### config.mk
export PLATFORM = sky130hd
export DESIGN_NAME = dmac_fifo_param
export DESIGN_NICKNAME = d
export VERILOG_FILES = /design/src/rtl/dmac_fifo_pkg.sv /design/src/rtl/dmac_fifo_param_ns.sv /design/src/rtl/dmac_fifo_param.sv
export SDC_FILE = /design/constraint.sdc
export NUM_CORES = 1
export LEC_CHECK = 0
export CAP_MARGIN = 20
export CORE_MARGIN = 2
export CORE_UTILIZATION = 45
export DETAILED_ROUTE_END_ITERATION = 8
export PLACE_DENSITY = 0.67
export SYNTH_ARGS = -nofsm -noshare
export SYNTH_HDL_FRONTEND = slang
export SYNTH_SLANG_ARGS = --single-unit
### constraint.sdc
create_clock -name clk -period 3.51 [get_ports clk]
set_clock_uncertainty 0.1 [all_clocks]
set_input_delay 0.351 -clock clk [delete_from_list [all_inputs] [get_ports clk]]
set_output_delay 0.351 -clock clk [all_outputs]
set_load 0.02 [all_outputs]
### src/rtl/dmac_fifo_pkg.sv
// Shared definitions for the DMAC parametrised FIFO: state encoding and parameter helpers.
// Latency: n/a (package only).
// Backpressure: n/a (package only).
package dmac_fifo_pkg;

    // Externally visible FSM encoding; code 7 is unused and decodes as illegal.
    typedef enum logic [2:0] {
        INIT     = 3'd0,
        NO_OP    = 3'd1,
        WRITE    = 3'd2,
        WR_ERROR = 3'd3,
        READ     = 3'd4,
        RD_ERROR = 3'd5,
        RDWR     = 3'd6
    } state_t;

    localparam logic [2:0] ST_ILLEGAL = 3'd7;

    // Ceiling log2, used to derive the pointer width from DEPTH at elaboration.
    function automatic int clog2(input int value);
        int res;
        res = 0;
        for (int i = 0; i < 31; i++) begin
            if ((1 << i) < value) begin
                res = i + 1;
            end
        end
        return res;
    endfunction

endpackage

### src/rtl/dmac_fifo_param_ns.sv
// Next-state and operation decode for the DMAC FIFO control FSM (purely combinational).
// Latency: 0 cycles; outputs settle from inputs within the same cycle.
// Backpressure: none; a request that cannot be honoured raises wr_err_n/rd_err_n instead.
//
// Ports:
//   wr_en, rd_en      requests from the writer / reader
//   state             current registered FSM state
//   data_count        current registered fill level
//   next_state        state to load on the next edge
//   do_wr, do_rd      perform the memory write / read on the next edge
//   wr_err_n, rd_err_n  error strobe values to register on the next edge
module dmac_fifo_param_ns #(
    parameter int DEPTH = 8,
    parameter int CW    = 4
) (
    input  logic          wr_en,
    input  logic          rd_en,
    input  logic [2:0]    state,
    input  logic [CW-1:0] data_count,
    output logic [2:0]    next_state,
    output logic          do_wr,
    output logic          do_rd,
    output logic          wr_err_n,
    output logic          rd_err_n
);
    import dmac_fifo_pkg::*;

    logic cnt_empty;
    logic cnt_full;
    logic state_legal;

    assign cnt_empty   = (data_count == '0);
    assign cnt_full    = (data_count == CW'(DEPTH));
    // The decode is the same from every legal state; only the unused code is special.
    assign state_legal = (state != ST_ILLEGAL);

    always_comb begin
        next_state = INIT;
        do_wr      = 1'b0;
        do_rd      = 1'b0;
        wr_err_n   = 1'b0;
        rd_err_n   = 1'b0;

        if (state_legal) begin
            if (wr_en && rd_en) begin
                if (cnt_empty) begin
                    // Nothing to read yet: the write still goes ahead, the read is rejected.
                    next_state = WRITE;
                    do_wr      = 1'b1;
                    rd_err_n   = 1'b1;
                end else if (cnt_full) begin
                    // No room: the read still goes ahead, the write is rejected.
                    next_state = READ;
                    do_rd      = 1'b1;
                    wr_err_n   = 1'b1;
                end else begin
                    next_state = RDWR;
                    do_wr      = 1'b1;
                    do_rd      = 1'b1;
                end
            end else if (wr_en) begin
                if (cnt_full) begin
                    next_state = WR_ERROR;
                    wr_err_n   = 1'b1;
                end else begin
                    next_state = WRITE;
                    do_wr      = 1'b1;
                end
            end else if (rd_en) begin
                if (cnt_empty) begin
                    next_state = RD_ERROR;
                    rd_err_n   = 1'b1;
                end else begin
                    next_state = READ;
                    do_rd      = 1'b1;
                end
            end else begin
                next_state = NO_OP;
            end
        end
    end

endmodule

### src/rtl/dmac_fifo_param.sv
// Parametrised single-clock FIFO between the DMAC fetch engine (writer) and store engine (reader).
// Latency: 1 cycle write-to-count, 1 cycle read-to-d_out (d_out valid with rd_ack).
// Backpressure: no stall; writes when full / reads when empty are dropped and flagged via wr_err / rd_err.
//
// Ports:
//   clk, reset        rising-edge clock, synchronous active-high reset
//   wr_en, d_in       write request and data
//   rd_en, d_out      read request and registered read data
//   state             current FSM state (INIT..RDWR)
//   data_count        entries held, 0..DEPTH
//   full, empty, almost_full, almost_empty   level flags decoded from data_count
//   wr_ack, wr_err, rd_ack, rd_err           one-cycle registered outcome strobes
module dmac_fifo_param #(
    parameter int DATA_WIDTH = 32,
    parameter int DEPTH      = 8,
    parameter int AF_LEVEL   = DEPTH - 2,
    parameter int AE_LEVEL   = 2
) (
    input  logic                               clk,
    input  logic                               reset,
    input  logic                               wr_en,
    input  logic                               rd_en,
    input  logic [DATA_WIDTH-1:0]              d_in,
    output logic [DATA_WIDTH-1:0]              d_out,
    output logic [2:0]                         state,
    output logic [dmac_fifo_pkg::clog2(DEPTH):0] data_count,
    output logic                               full,
    output logic                               empty,
    output logic                               almost_full,
    output logic                               almost_empty,
    output logic                               wr_ack,
    output logic                               wr_err,
    output logic                               rd_ack,
    output logic                               rd_err
);
    import dmac_fifo_pkg::*;

    localparam int AW = clog2(DEPTH);
    localparam int CW = AW + 1;

    logic [DATA_WIDTH-1:0] mem [DEPTH];
    logic [AW-1:0]         head;
    logic [AW-1:0]         tail;
    state_t                state_q;

    logic [2:0] next_state;
    logic       do_wr;
    logic       do_rd;
    logic       wr_err_n;
    logic       rd_err_n;

    dmac_fifo_param_ns #(
        .DEPTH (DEPTH),
        .CW    (CW)
    ) u_ns (
        .wr_en      (wr_en),
        .rd_en      (rd_en),
        .state      (state_q),
        .data_count (data_count),
        .next_state (next_state),
        .do_wr      (do_wr),
        .do_rd      (do_rd),
        .wr_err_n   (wr_err_n),
        .rd_err_n   (rd_err_n)
    );

    // Control, pointers, count and strobes.
    always_ff @(posedge clk) begin
        if (reset) begin
            state_q    <= INIT;
            head       <= '0;
            tail       <= '0;
            data_count <= '0;
            d_out      <= '0;
            wr_ack     <= 1'b0;
            wr_err     <= 1'b0;
            rd_ack     <= 1'b0;
            rd_err     <= 1'b0;
        end else begin
            state_q <= state_t'(next_state);
            // Strobes are recomputed every cycle so they stay high across back-to-back events.
            wr_ack  <= do_wr;
            rd_ack  <= do_rd;
            wr_err  <= wr_err_n;
            rd_err  <= rd_err_n;

            if (do_wr) begin
                tail <= tail + AW'(1);
            end
            if (do_rd) begin
                d_out <= mem[head];
                head  <= head + AW'(1);
            end

            // A simultaneous read and write leaves the level unchanged.
            case ({do_wr, do_rd})
                2'b10:   data_count <= data_count + CW'(1);
                2'b01:   data_count <= data_count - CW'(1);
                default: data_count <= data_count;
            endcase
        end
    end

    // Storage is deliberately not reset; only the pointers define what is valid.
    always_ff @(posedge clk) begin
        if (do_wr && !reset) begin
            mem[tail] <= d_in;
        end
    end

    assign state        = state_q;
    assign full         = (data_count == CW'(DEPTH));
    assign empty        = (data_count == '0);
    assign almost_full  = (data_count >= CW'(AF_LEVEL));
    assign almost_empty = (data_count <= CW'(AE_LEVEL));

endmodule

# Word-level counts from Yosys, hierarchy flattened
# Memory sizes are Yosys's and may differ from the RTL's. A register that Yosys moved wholly into a read port is not among the register bits.
# Cells that the tools add are included.
# totals
in_bits	36
output_inout_bits	47
wordCells	54
ram_bits	256
mem_count	1
register_bits	17
# mem_list
name	depth	word_bits	rd	rd_clocked_by_memory_dff	write_ports	line	rtl
mem	8	32	1	1	1	dmac_fifo_param.sv:41	logic [DATA_WIDTH-1:0] mem [DEPTH];
# classes
magnitude_cmp	2
eq_ne	4
mux	28
n_bitwise	1
reduce_logical	6
add_sub_neg	4
# ops
op	n
$mux W1	22
$mux W3	4
$pmux W4 S2	1
$add A3 B1 Y3 const B	2
$add A4 B1 Y4 const B	1
$eq A4 B4 Y1 const B	1
$ge A4 B3 Y1 const B	1
$le A4 B2 Y1 const B	1
$logic_not A4 Y1	1
$sub A4 B1 Y4 const B	1
$ne A3 B3 Y1 const B	1
$eq A2 B1 Y1 const B	1
$eq A2 B2 Y1 const B	1
$logic_and A1 B1 Y1	2
$mux W2	1
$reduce_bool A2 Y1	1
$reduce_or A2 Y1	1
$logic_not A1 Y1	1
$not A1 Y1	1

# Depth between registers and ports, before layout
# Gate-level depths: netlist of the first run.
# logic_depth
depth_word	8
ltp_mapped	11
depth_no_buf	9

# Cells and area by module
# From an unflattened synthesis of the first run, not the netlist that was laid out.
# unflattened
cells_unflattened	576
hier_area_um2	11561.1
# modules_own_cells
module	cells_per_inst	seq_area_each_um2	n_inst	area_each_um2
dmac_fifo_param	561	8668.3	1	11451.0
dmac_fifo_param_ns	15	0.0	1	110.1

# Worst setup path before layout of the first run
# OpenSTA, ideal clock, no wires.
# synth_timing
path_kind	register to register
startpoint	register data_count[1] (netlist name)
endpoint	memory mem[0][0], enable pin
setup_ns	0.461
t_arrival_ns	3.372
t_required_ns	2.949
path_buffers	1
path_stages_with_launch	6
path_slack_ns	-0.423
synth_period_minus_slack_ns	3.933
path_cell_list	dfxtp_1 -> or4b_1 -> clkbuf_1 -> and3_1 -> nand2b_1 -> nor3_1
# synth_via
elab_chain_cells	8
word_cells_on_any_way	10
cone_classes	eq/ne: 1; mux: 7; reduce/logical: 2
# synth_lines
element	line	rtl
start: declaration	dmac_fifo_param.sv:26	output logic [dmac_fifo_pkg::clog2(DEPTH):0] data_count,
start signal: assignment	dmac_fifo_param.sv:97	2'b10: data_count <= data_count + CW'(1);
start signal: assignment	dmac_fifo_param.sv:98	2'b01: data_count <= data_count - CW'(1);
start signal: assignment	dmac_fifo_param.sv:99	default: data_count <= data_count;
$eq A4 B4 Y1	dmac_fifo_param_ns.sv:33	assign cnt_full = (data_count == CW'(DEPTH));
$mux W1	dmac_fifo_param_ns.sv:51, dmac_fifo_param_ns.sv:62	
$mux W1, on equally long branches	dmac_fifo_param_ns.sv:61, dmac_fifo_param_ns.sv:46	
$mux W1 *	dmac_fifo_param_ns.sv:45	if (wr_en && rd_en) begin
$mux W1 *	dmac_fifo_param_ns.sv:44	if (state_legal) begin
$logic_and A1 B1 Y1 *	dmac_fifo_param.sv:106	if (do_wr && !reset) begin
$mux W1 *	dmac_fifo_param.sv:106	
$mux W1 (not written as such) *	dmac_fifo_param.sv:107	mem[tail] <= d_in;
end: declaration	dmac_fifo_param.sv:41	
# Mark *: on every way between the ends. The rest lies on a longest branch, timed or not.

# Worst setup path in the final report of the first run
# layout_timing
startpoint	register data_count[0] (netlist name)
endpoint	register data_count[3] (netlist name)
# layout_via
elab_chain_cells	8
word_cells_on_any_way	18
cone_classes	add/sub: 2; eq/ne: 3; mux: 11; reduce/logical: 2
# layout_lines
element	line	rtl
$logic_not A4 Y1	dmac_fifo_param_ns.sv:32	assign cnt_empty = (data_count == '0);
$mux W1	dmac_fifo_param_ns.sv:46, dmac_fifo_param_ns.sv:70	
$mux W1	dmac_fifo_param_ns.sv:69	end else if (rd_en) begin
$mux W1	dmac_fifo_param_ns.sv:61	end else if (wr_en) begin
$mux W1	dmac_fifo_param_ns.sv:45	
$mux W1	dmac_fifo_param_ns.sv:44	
$eq A2 B1 Y1 or $eq A2 B2 Y1 (tied branches)	dmac_fifo_param.sv:96	case ({do_wr, do_rd})
$pmux W4 S2 or $reduce_bool A2 Y1 (tied branches)	--	
# Several ways; a longest one is shown, not always the timed one.
# A chain may end at the register's enable or synchronous reset.

==> flow_summary_export.csv, run 1 <==
group,metric,value,unit
critical_path,cp_max_fo,7,
floorplanning,ios,83,
min_path,min_path_type,"in -> reg",
cells_and_area,final_common_cell,"edfxtp_1",
outcome,outcome,"finished clean",
clock_tree,cts-buffers-inserted,30,
synth,synthesis.nets,612,
route,drc_errors,0,
critical_path,cp_data_arrival_time,3.25,ns
placement,io_buffers,82,
placement,dpl.hpwl,13.51,mm
clock_tree,cts_resized,0,
floorplanning,die_height,164.3,µm
sta,worst_slew_margin_rel,0.3805,
sta,period_needed,2.887,ns
global_routing,grt_util_all_layers,0.1750,
cells_and_area,diodes,0,
sta,rsz0062_at_grt,"no",
cells_and_area,nNetsFinal,716,
sta,maxSlewViolCount,0,
clock_tree,cts_tree,"built",
cells_and_area,multi_input_area,0.002768,mm²
critical_path,cpPeakStageDelay,0.65,ns
global_routing,first_global_vias,6026,
synth,ys_warn_count,0,
synth,synth_cells,570,
critical_path,start_kind,"flop",
cells_and_area,finalNonFillerCells,1028,
floorplanning,core,0.02518,mm²
power,total_power,9.904,mW
placement,dp_slack,0.6544,ns
clock_tree,clk_latency,0.55,ns
clock_tree,cts.sinks,305,
sta,setup_viol,0,
clock_tree,clk_path_buf_depth,3,
cells_and_area,drive_gt1_frac,0.2450,
cells_and_area,final_util,0.5529,
critical_path,crit_path_frequent_cell,"a21oi_1",
floorplanning,row_count,58,
global_routing,grt_max_degree,66,
sta,setup_ws,0.6234,ns
placement,place_congestion,0.8284,
route,first_pass_iters,5,
critical_path,worstPathRequired,3.88,ns
cells_and_area,design_area,0.01392,mm²
power,power.leakage,4.327,nW
synth,ys_ff_latch,305,
route,drt_wl_total,22.72,mm
floorplanning,die_w,164.3,µm
synth,netlist_area,0.01157,mm²
floorplanning,dieArea,0.02701,mm²
global_routing,antenna_found_initial,0,
synth,seq_area_frac_synth,0.7493,
route,routedWlPerCell,22.10,µm
global_routing,gr-total-overflow,0,
clock_tree,ctsRootBufferMaster,"clkbuf_16",
power,powerDensity,711.3,mW/mm²
cells_and_area,fillers,1877,
sta,tightest_slew,0.9293,ns
clock_tree,cts.htree.levels,1,
sta,fmax,346.4,MHz
sta,post-route-period-util,0.8224,
cells_and_area,area_growth,20.36,%
synth,postSynthAreaPerCell,20.30,µm²
power,ir_drop,0.3815,mV
cells_and_area,final-seq-area,0.008675,mm²
critical_path,worstPathCellList,"or4b_1 > nand3_1 > ha_1 > ha_1 > a21oi_1 > a21oi_1 > or4_1 > a21oi_1",
route,via_per_inst,5.440,
sta,hold_viol,0,
route,vias,5592,
critical_path,end_kind,"flop",
clock_tree,cts.hold.buffers_added,0,
placement,placedCellCount,972,
route,ant_nets,0,
sta,whs,0.02398,ns
clock_tree,clk_pin_slew,0.06,ns
synth,yosysUniqueCellTypes,35,
critical_path,worst-setup-path-type,"reg -> reg",
global_routing,grt_pass1_wl,35.26,mm
clock_tree,post_cts_buffers,0,
placement,dpl_cell_area,0.01294,mm²
cells_and_area,final_cell_mix,"edfxtp_1 (256), clkdlybuf4s50_1 (81), mux4_2 (64)",
floorplanning,initial_utilization,0.4594,
critical_path,slowest_stage,"or4b_1",
sta,fin_tns_setup,0,ns
route,drt_iter0_markers,365,
job,drv_cap,0,
[flip-flops by register name, summed over array words and instances, names as in the netlist]
signal      flops
d_out          32
data_count      4
head            3
mem           256
rd_ack          1
rd_err          1
state           3
tail            3
wr_ack          1
wr_err          1
[cells by family (layout without fill, tap and decap cells)]
logic type	after synthesis	in the layout	synth area share
adders and majority gates	6	6	0.007138
AOI/OAI and AO/OA	45	45	0.03959
DFF	305	305	0.7493
muxes	98	98	0.1540
buffers and inverters	37	165	0.01730
xor gates and xnor gates	6	6	0.004542
and+or+nand+nor	73	73	0.02812
[area by class of cell]
cell class,count,area share
Sequential cell,305,0.6230
Multi-Input combinational cell,228,0.1988
Timing Repair Buffer,104,0.07674
Clock buffer,47,0.06371
Tap cell,330,0.02965
Clock inverter,9,0.006740
Inverter,5,0.001348
[Yosys cell counts (all sizes together)]
master	number	share of area
a211oi	32	0.033
dfxtp	49	0.085
and3	3	0.0021
a21oi	8	0.0035
nand2	4	0.0013
nand2b	3	0.0016
fa	1	0.0017
mux4	64	0.12
o31ai	1	0.00065
a31oi	1	0.00054
o21a	1	0.00065
xnor2	1	0.00076
a2bb2oi	1	0.00076
clkbuf	13	0.0043
xor2	5	0.0038
buf	19	0.011
or4b	1	0.00087
nor2	52	0.017
mux2i	34	0.029
ha	5	0.0054
edfxtp	256	0.66
nor2b	1	0.00054
or4	2	0.0016
nand3	3	0.0013
nand4	2	0.0011
inv	5	0.0016
a21o	1	0.00065
nor3	2	0.00087
[report_power, final]
| group | switching, mW | internal [mW] | total (mW) |
|---|---|---|---|
| sequential | 0.239 | 4.21 | 4.45 |
| clock | 1.27 | 1.87 | 3.15 |
| combinational | 1.18 | 1.13 | 2.31 |
[critical path, delay by kind of cell (launching register included)]
| kind | cells | cell delay, ns |
|---|---|---|
| AO/OA/AOI/OAI | 3 | 0.46 |
| AND/OR/NAND/NOR | 3 | 1.34 |
| adder cells (fa/ha/maj) | 2 | 0.54 |
| flip-flops | 1 | 0.37 |
[path summary, 6_finish.rpt]
path | from | to | slack (ns) | cells after the start
worst max-delay path | data_count[0]$_SDFFE_PP0P_ | data_count[3]$_SDFFE_PP0P_ | 0.62 | 8
worst min-delay path | reset | state[0]$_SDFF_PP0_ | 0.02 | 3
worst max register to register | data_count[0]$_SDFFE_PP0P_ | data_count[3]$_SDFFE_PP0P_ | 0.62 | 8
worst min register to register | d_out[0]$_SDFFE_PP0P_ | d_out[0]$_SDFFE_PP0P_ | 0.41 | 2
[metal layers]
metal / global-route usage / up-vias / part of all wire
met5: 0 / - / 0
met4: 0.04346 / 0 / 0.019
met3: 0.02601 / 35 / 0.045
met2: 0.3016 / 136 / 0.51
met1: 0.2353 / 2917 / 0.42
li1: - / 2504 / -
Note: power is estimated with default switching activity, not from simulation.
==> run 2, diff against run 1 <==
Settings changed: PLACE_DENSITY 0.67 to 0.65.
Clock period 3.51 ns to 2.7 ns, I/O delays scaled along.
==> flow_summary_export.csv, run 2 (synthesis results as in run 1) <==
group,metric,value,unit
power,powerDensity,943.1,mW/mm²
critical_path,cp_data_arrival_time,2.23,ns
power,p_seq_frac,0.432,
route,drc_errors,0,
critical_path,end_kind,"output pin",
cells_and_area,final_common_cell,"edfxtp_1",
route,via_per_inst,5.417,
cells_and_area,area_growth,22.20,%
global_routing,first_global_vias,6129,
cells_and_area,multi_input_area,0.002801,mm²
floorplanning,row_count,58,
min_path,hold_path_end,"wr_ack$_SDFF_PP0_",
sta,hold_viol,0,
placement,dpl.hpwl,13.53,mm
power,comb_power_share,0.236,
sta,tightest_slew,0.9077,ns
clock_tree,clk_latency,0.51,ns
cells_and_area,finalNonFillerCells,1045,
clock_tree,ctsRootBufferMaster,"clkbuf_16",
cells_and_area,drive_gt1_frac,0.2703,
route,vias,5661,
min_path,min_path_type,"in -> reg",
critical_path,start_kind,"flop",
clock_tree,clk_path_buf_depth,3,
sta,setup_viol,0,
clock_tree,cts.hold.buffers_added,0,
power,power.leakage,4.444,nW
floorplanning,die_w,164.3,µm
floorplanning,die_height,164.3,µm
clock_tree,cts-buffers-inserted,34,
sta,post-route-period-util,0.9647,
critical_path,cpPeakStageDelay,0.61,ns
power,swShare,0.2700,
clock_tree,clk_pin_slew,0.06,ns
critical_path,worstPathRequired,2.33,ns
power,ir_drop,0.5284,mV
placement,dpl_cell_area,0.01302,mm²
critical_path,r2r_setup_slack,0.12,ns
min_path,min_from,"reset",
critical_path,worstPathCellList,"or4_4 > buf_4 > inv_1 > clkdlybuf4s50_1",
sta,whs,0.09534,ns
placement,placedCellCount,982,
cells_and_area,top_regs,"mem x256, d_out x32, data_count x4",
outcome,outcome,"finished clean",
floorplanning,core,0.02518,mm²
cells_and_area,nNetsFinal,730,
sta,fmax,383.9,MHz
global_routing,grt_util_all_layers,0.1783,
sta,period_needed,2.605,ns
route,drt_wl_total,23.03,mm
route,ant_nets,0,
critical_path,slowest_stage,"clkdlybuf4s50_1",
sta,maxSlewViolCount,0,
floorplanning,dieArea,0.02701,mm²
cells_and_area,final_cell_mix,"edfxtp_1 (256), clkdlybuf4s50_1 (80), mux4_2 (64)",
min_path,min_path_cells,3,
power,switchingPower,3.600,mW
critical_path,worst-setup-path-type,"reg -> out",
cells_and_area,largest_reg_flops,256,
cells_and_area,final_util,0.5614,
cells_and_area,regMostFlops,"mem",
floorplanning,initial_utilization,0.4594,
critical_path,rr_worst_depth,9,
global_routing,grt_max_degree,66,
job,drv_cap,0,
floorplanning,ios,83,
power,internal_power,9.733,mW
clock_tree,cts_tree,"built",
sta,worst_slew_margin_rel,0.3949,
placement,place_congestion,0.7692,
cells_and_area,fillers,1877,
route,first_pass_iters,4,
global_routing,gr-total-overflow,0,
placement,io_buffers,82,
critical_path,rr_endpoint,"data_count[3]$_SDFFE_PP0P_",
global_routing,antenna_found_initial,2,
power,power_frac_clock,0.332,
route,drt_iter0_markers,480,
clock_tree,cts.htree.levels,2,
cells_and_area,final-seq-area,0.008681,mm²
route,routedWlPerCell,22.04,µm
cells_and_area,design_area,0.01414,mm²
global_routing,grt_pass1_wl,35.76,mm
critical_path,cp_max_fo,7,
clock_tree,cts.sinks,305,
critical_path,worstReg2RegStart,"data_count[3]$_SDFFE_PP0P_",
==> run 2: metal layers <==
metal	GRT usage	up-vias	wire length, µm
met4	0.04665	2	440
met3	0.03561	43	1252
met2	0.3018	132	11730
met5	0	-	16
met1	0.2373	2944	9594
li1	-	2540	-
==> run 2: per-stage QoR <==
step | setup slack (ns) | power, mW | setup TNS [ns]
after detailed placement | -0.02740 | 9.012 | -0.02740
after global routing | -0.002526 | 13.94 | -0.002526
after CTS | 0.02838 | 13.50 | 0
after global placement | 0.1034 | 8.915 | 0
final | 0.09539 | 13.33 | 0
after floorplan | -0.3490 | 7.902 | -80.38
==> run 2: power groups by stage <==
stage | logic (mW) | clock network (mW) | registers, mW
after floorplan | 1.88 | 0 | 6.02
after global placement | 3.09 | 0 | 5.83
after detailed placement | 3.16 | 0 | 5.85
after CTS | 3.19 | 4.55 | 5.77
after global routing | 3.41 | 4.72 | 5.81
final | 3.15 | 4.43 | 5.75
==> run 2: how the worst max path moves through the flow <==
stage,from,endpoint,cells past startpoint
after global placement,data_count[0]$_SDFFE_PP0P_,data_count[3]$_SDFFE_PP0P_,8
after floorplan,data_count[2]$_SDFFE_PP0P_,mem[4][0]$_DFFE_PP_,5
after detailed placement,data_count[0]$_SDFFE_PP0P_,data_count[3]$_SDFFE_PP0P_,8
after CTS,data_count[3]$_SDFFE_PP0P_,full,5
final,data_count[0]$_SDFFE_PP0P_,empty,4
after global routing,data_count[3]$_SDFFE_PP0P_,data_count[3]$_SDFFE_PP0P_,9
==> run 2: layout make-up <==
cell class | count | area share
Clock buffer | 46 | 0.06478
Inverter | 5 | 0.001328
Clock inverter | 16 | 0.01212
Multi-Input combinational cell | 228 | 0.1982
Antenna cell | 1 | 0.0001770
Sequential cell | 305 | 0.6140
Timing Repair Buffer | 114 | 0.08018
Tap cell | 330 | 0.02921
==> run 2: what timing repair did <==
| item | in CTS | in global routing |
|---|---|---|
| endpoints found under the hold margin | 0 | 0 |
| gates resized for setup | 1 | 4 |
| buffers inserted | 0 | 0 |
| setup endpoints to repair | 1 | 2 |
==> run 2: critical path: cells and delay by family (launching register included) <==
kind / cells / cell delay (ns)
flops: 1 / 0.35
simple gates: 1 / 0.53
buf+inv: 3 / 0.87
==> run 3, diff against run 2 <==
Settings changed: PLACE_DENSITY 0.65 to unset.
==> flow_summary_export.csv, run 3 (synthesis results as in run 1) <==
group,metric,value,unit
outcome,outcome,"finished clean",
placement,placedCellCount,978,
route,drt_wl_total,22.67,mm
critical_path,worstReg2RegStart,"data_count[0]$_SDFFE_PP0P_",
cells_and_area,finalNonFillerCells,1040,
sta,worst_slew_margin_rel,0.3971,
clock_tree,clk_path_buf_depth,3,
critical_path,end_kind,"flop",
power,total_power,13.24,mW
cells_and_area,final_util,0.5609,
global_routing,first_global_vias,6035,
floorplanning,die_w,164.3,µm
global_routing,grt_util_all_layers,0.1762,
sta,post-route-period-util,0.9704,
clock_tree,clk_latency,0.50,ns
floorplanning,initial_utilization,0.4594,
sta,setup_viol,0,
job,drv_cap,0,
cells_and_area,final-seq-area,0.008681,mm²
route,vias,5579,
critical_path,start_kind,"flop",
sta,hold_viol,0,
route,routedWlPerCell,21.79,µm
cells_and_area,multi_input_area,0.002794,mm²
power,powerDensity,937.3,mW/mm²
placement,dp_slack,-0.01095,ns
placement,dpl.hpwl,13.01,mm
global_routing,gr-total-overflow,0,
global_routing,grt_pass1_wl,35.16,mm
clock_tree,post_cts_buffers,0,
critical_path,worst-setup-path-type,"reg -> reg",
floorplanning,die_height,164.3,µm
clock_tree,cts.sinks,305,
clock_tree,ctsRootBufferMaster,"clkbuf_16",
placement,place_congestion,0.7585,
critical_path,rr_endpoint,"data_count[3]$_SDFFE_PP0P_",
sta,fmax,381.7,MHz
route,drc_errors,0,
critical_path,cp_max_fo,7,
power,ir_drop,0.4977,mV
route,ant_nets,0,
route,drt_iter0_markers,307,
critical_path,r2r_setup_slack,0.08,ns
cells_and_area,nNetsFinal,727,
cells_and_area,final_common_cell,"edfxtp_1",
sta,tightest_slew,0.9043,ns
cells_and_area,final_cell_mix,"edfxtp_1 (256), clkdlybuf4s50_1 (80), mux4_2 (64)",
cells_and_area,largest_reg_flops,256,
clock_tree,cts-buffers-inserted,34,
critical_path,crit_start,"data_count[0]$_SDFFE_PP0P_",
global_routing,grt_max_degree,66,
power,power.leakage,4.427,nW
sta,setup_ws,0.07994,ns
sta,maxSlewViolCount,0,
cells_and_area,regMostFlops,"mem",
sta,period_needed,2.620,ns
sta,rsz0062_at_grt,"yes",
clock_tree,clk_pin_slew,0.06,ns
floorplanning,core,0.02518,mm²
cells_and_area,fillers,1932,
clock_tree,cts.htree.levels,2,
sta,fin_tns_setup,0,ns
critical_path,cp-endpoint,"data_count[3]$_SDFFE_PP0P_",
critical_path,rr_worst_depth,8,
route,via_per_inst,5.364,
min_path,min_path_type,"in -> reg",
floorplanning,dieArea,0.02701,mm²
placement,io_buffers,82,
global_routing,antenna_found_initial,0,
cells_and_area,drive_gt1_frac,0.2652,
cells_and_area,top_regs,"mem x256, d_out x32, data_count x4",
clock_tree,cts_tree,"built",
min_path,min_from,"rd_en",
cells_and_area,area_growth,22.08,%
floorplanning,ios,83,
critical_path,cp_data_arrival_time,2.94,ns
route,first_pass_iters,4,
floorplanning,row_count,58,
critical_path,worstPathRequired,3.02,ns
-- run 3: final cells by class --
type	instances	share of cell area
multi-input combinational	228	0.1978
inverter	5	0.001329
timing repair buffer	111	0.08062
sequential	305	0.6146
antenna	1	0.0001772
clock inverter	9	0.004872
clock buffer	51	0.07132
tap	330	0.02923
-- run 3: how the worst min path moves through the flow --
| stage | cells past startpoint | slack (ns) | to |
|---|---|---|---|
| global placement | 2 | 0.39 | d_out[27]$_SDFFE_PP0P_ |
| global route | 2 | 0.35 | state[1]$_SDFF_PP0_ |
| CTS | 2 | 0.34 | state[1]$_SDFF_PP0_ |
| detailed placement | 2 | 0.40 | d_out[0]$_SDFFE_PP0P_ |
| finish | 2 | 0.35 | state[1]$_SDFF_PP0_ |
| floorplan | 1 | 0.26 | state[1]$_SDFF_PP0_ |
-- run 3: what timing repair did --
item | in CTS | in global routing
hold endpoints to repair | 1 | 0
endpoints found under the setup margin | 1 | 1
hold buffers | 1 | 0
resized for setup | 1 | 4
-- run 3: power breakdown --
group          internal, mW  switching [mW]  total, mW
Sequential             5.48           0.214       5.69
Combinational          1.54            1.63       3.17
Clock                  2.67            1.70       4.37
-- run 3: worst max-delay path: stages (launching register included) --
cell	delay (ns)
dfxtp_2	0.36
or4_4	0.53
and3_4	0.19
ha_2	0.20
ha_4	0.29
nand3_1	0.10
and3_1	0.20
or4_4	0.43
a21oi_2	0.14
-- run 3: through the flow --
| stage | area (µm²) | hold slack, ns |
|---|---|---|
| 6_report | 14120 | 0.3550 |
| 5_1_grt | 14120 | 0.3541 |
| 4_1_cts | 14110 | 0.3407 |
| 3_5_place_dp | 13010 | 0.3984 |
| 3_3_place_gp | 13010 | 0.3920 |
| 2_1_floorplan | 11590 | 0.2588 |
-- run 3: metal layers --
layer / GRT usage / vias up / wire length [µm]
met5: 0 / - / 0
met4: 0.04426 / 0 / 342
met3: 0.03359 / 28 / 975
met2: 0.3068 / 112 / 11600
met1: 0.2287 / 2903 / 9747
li1: - / 2536 / -
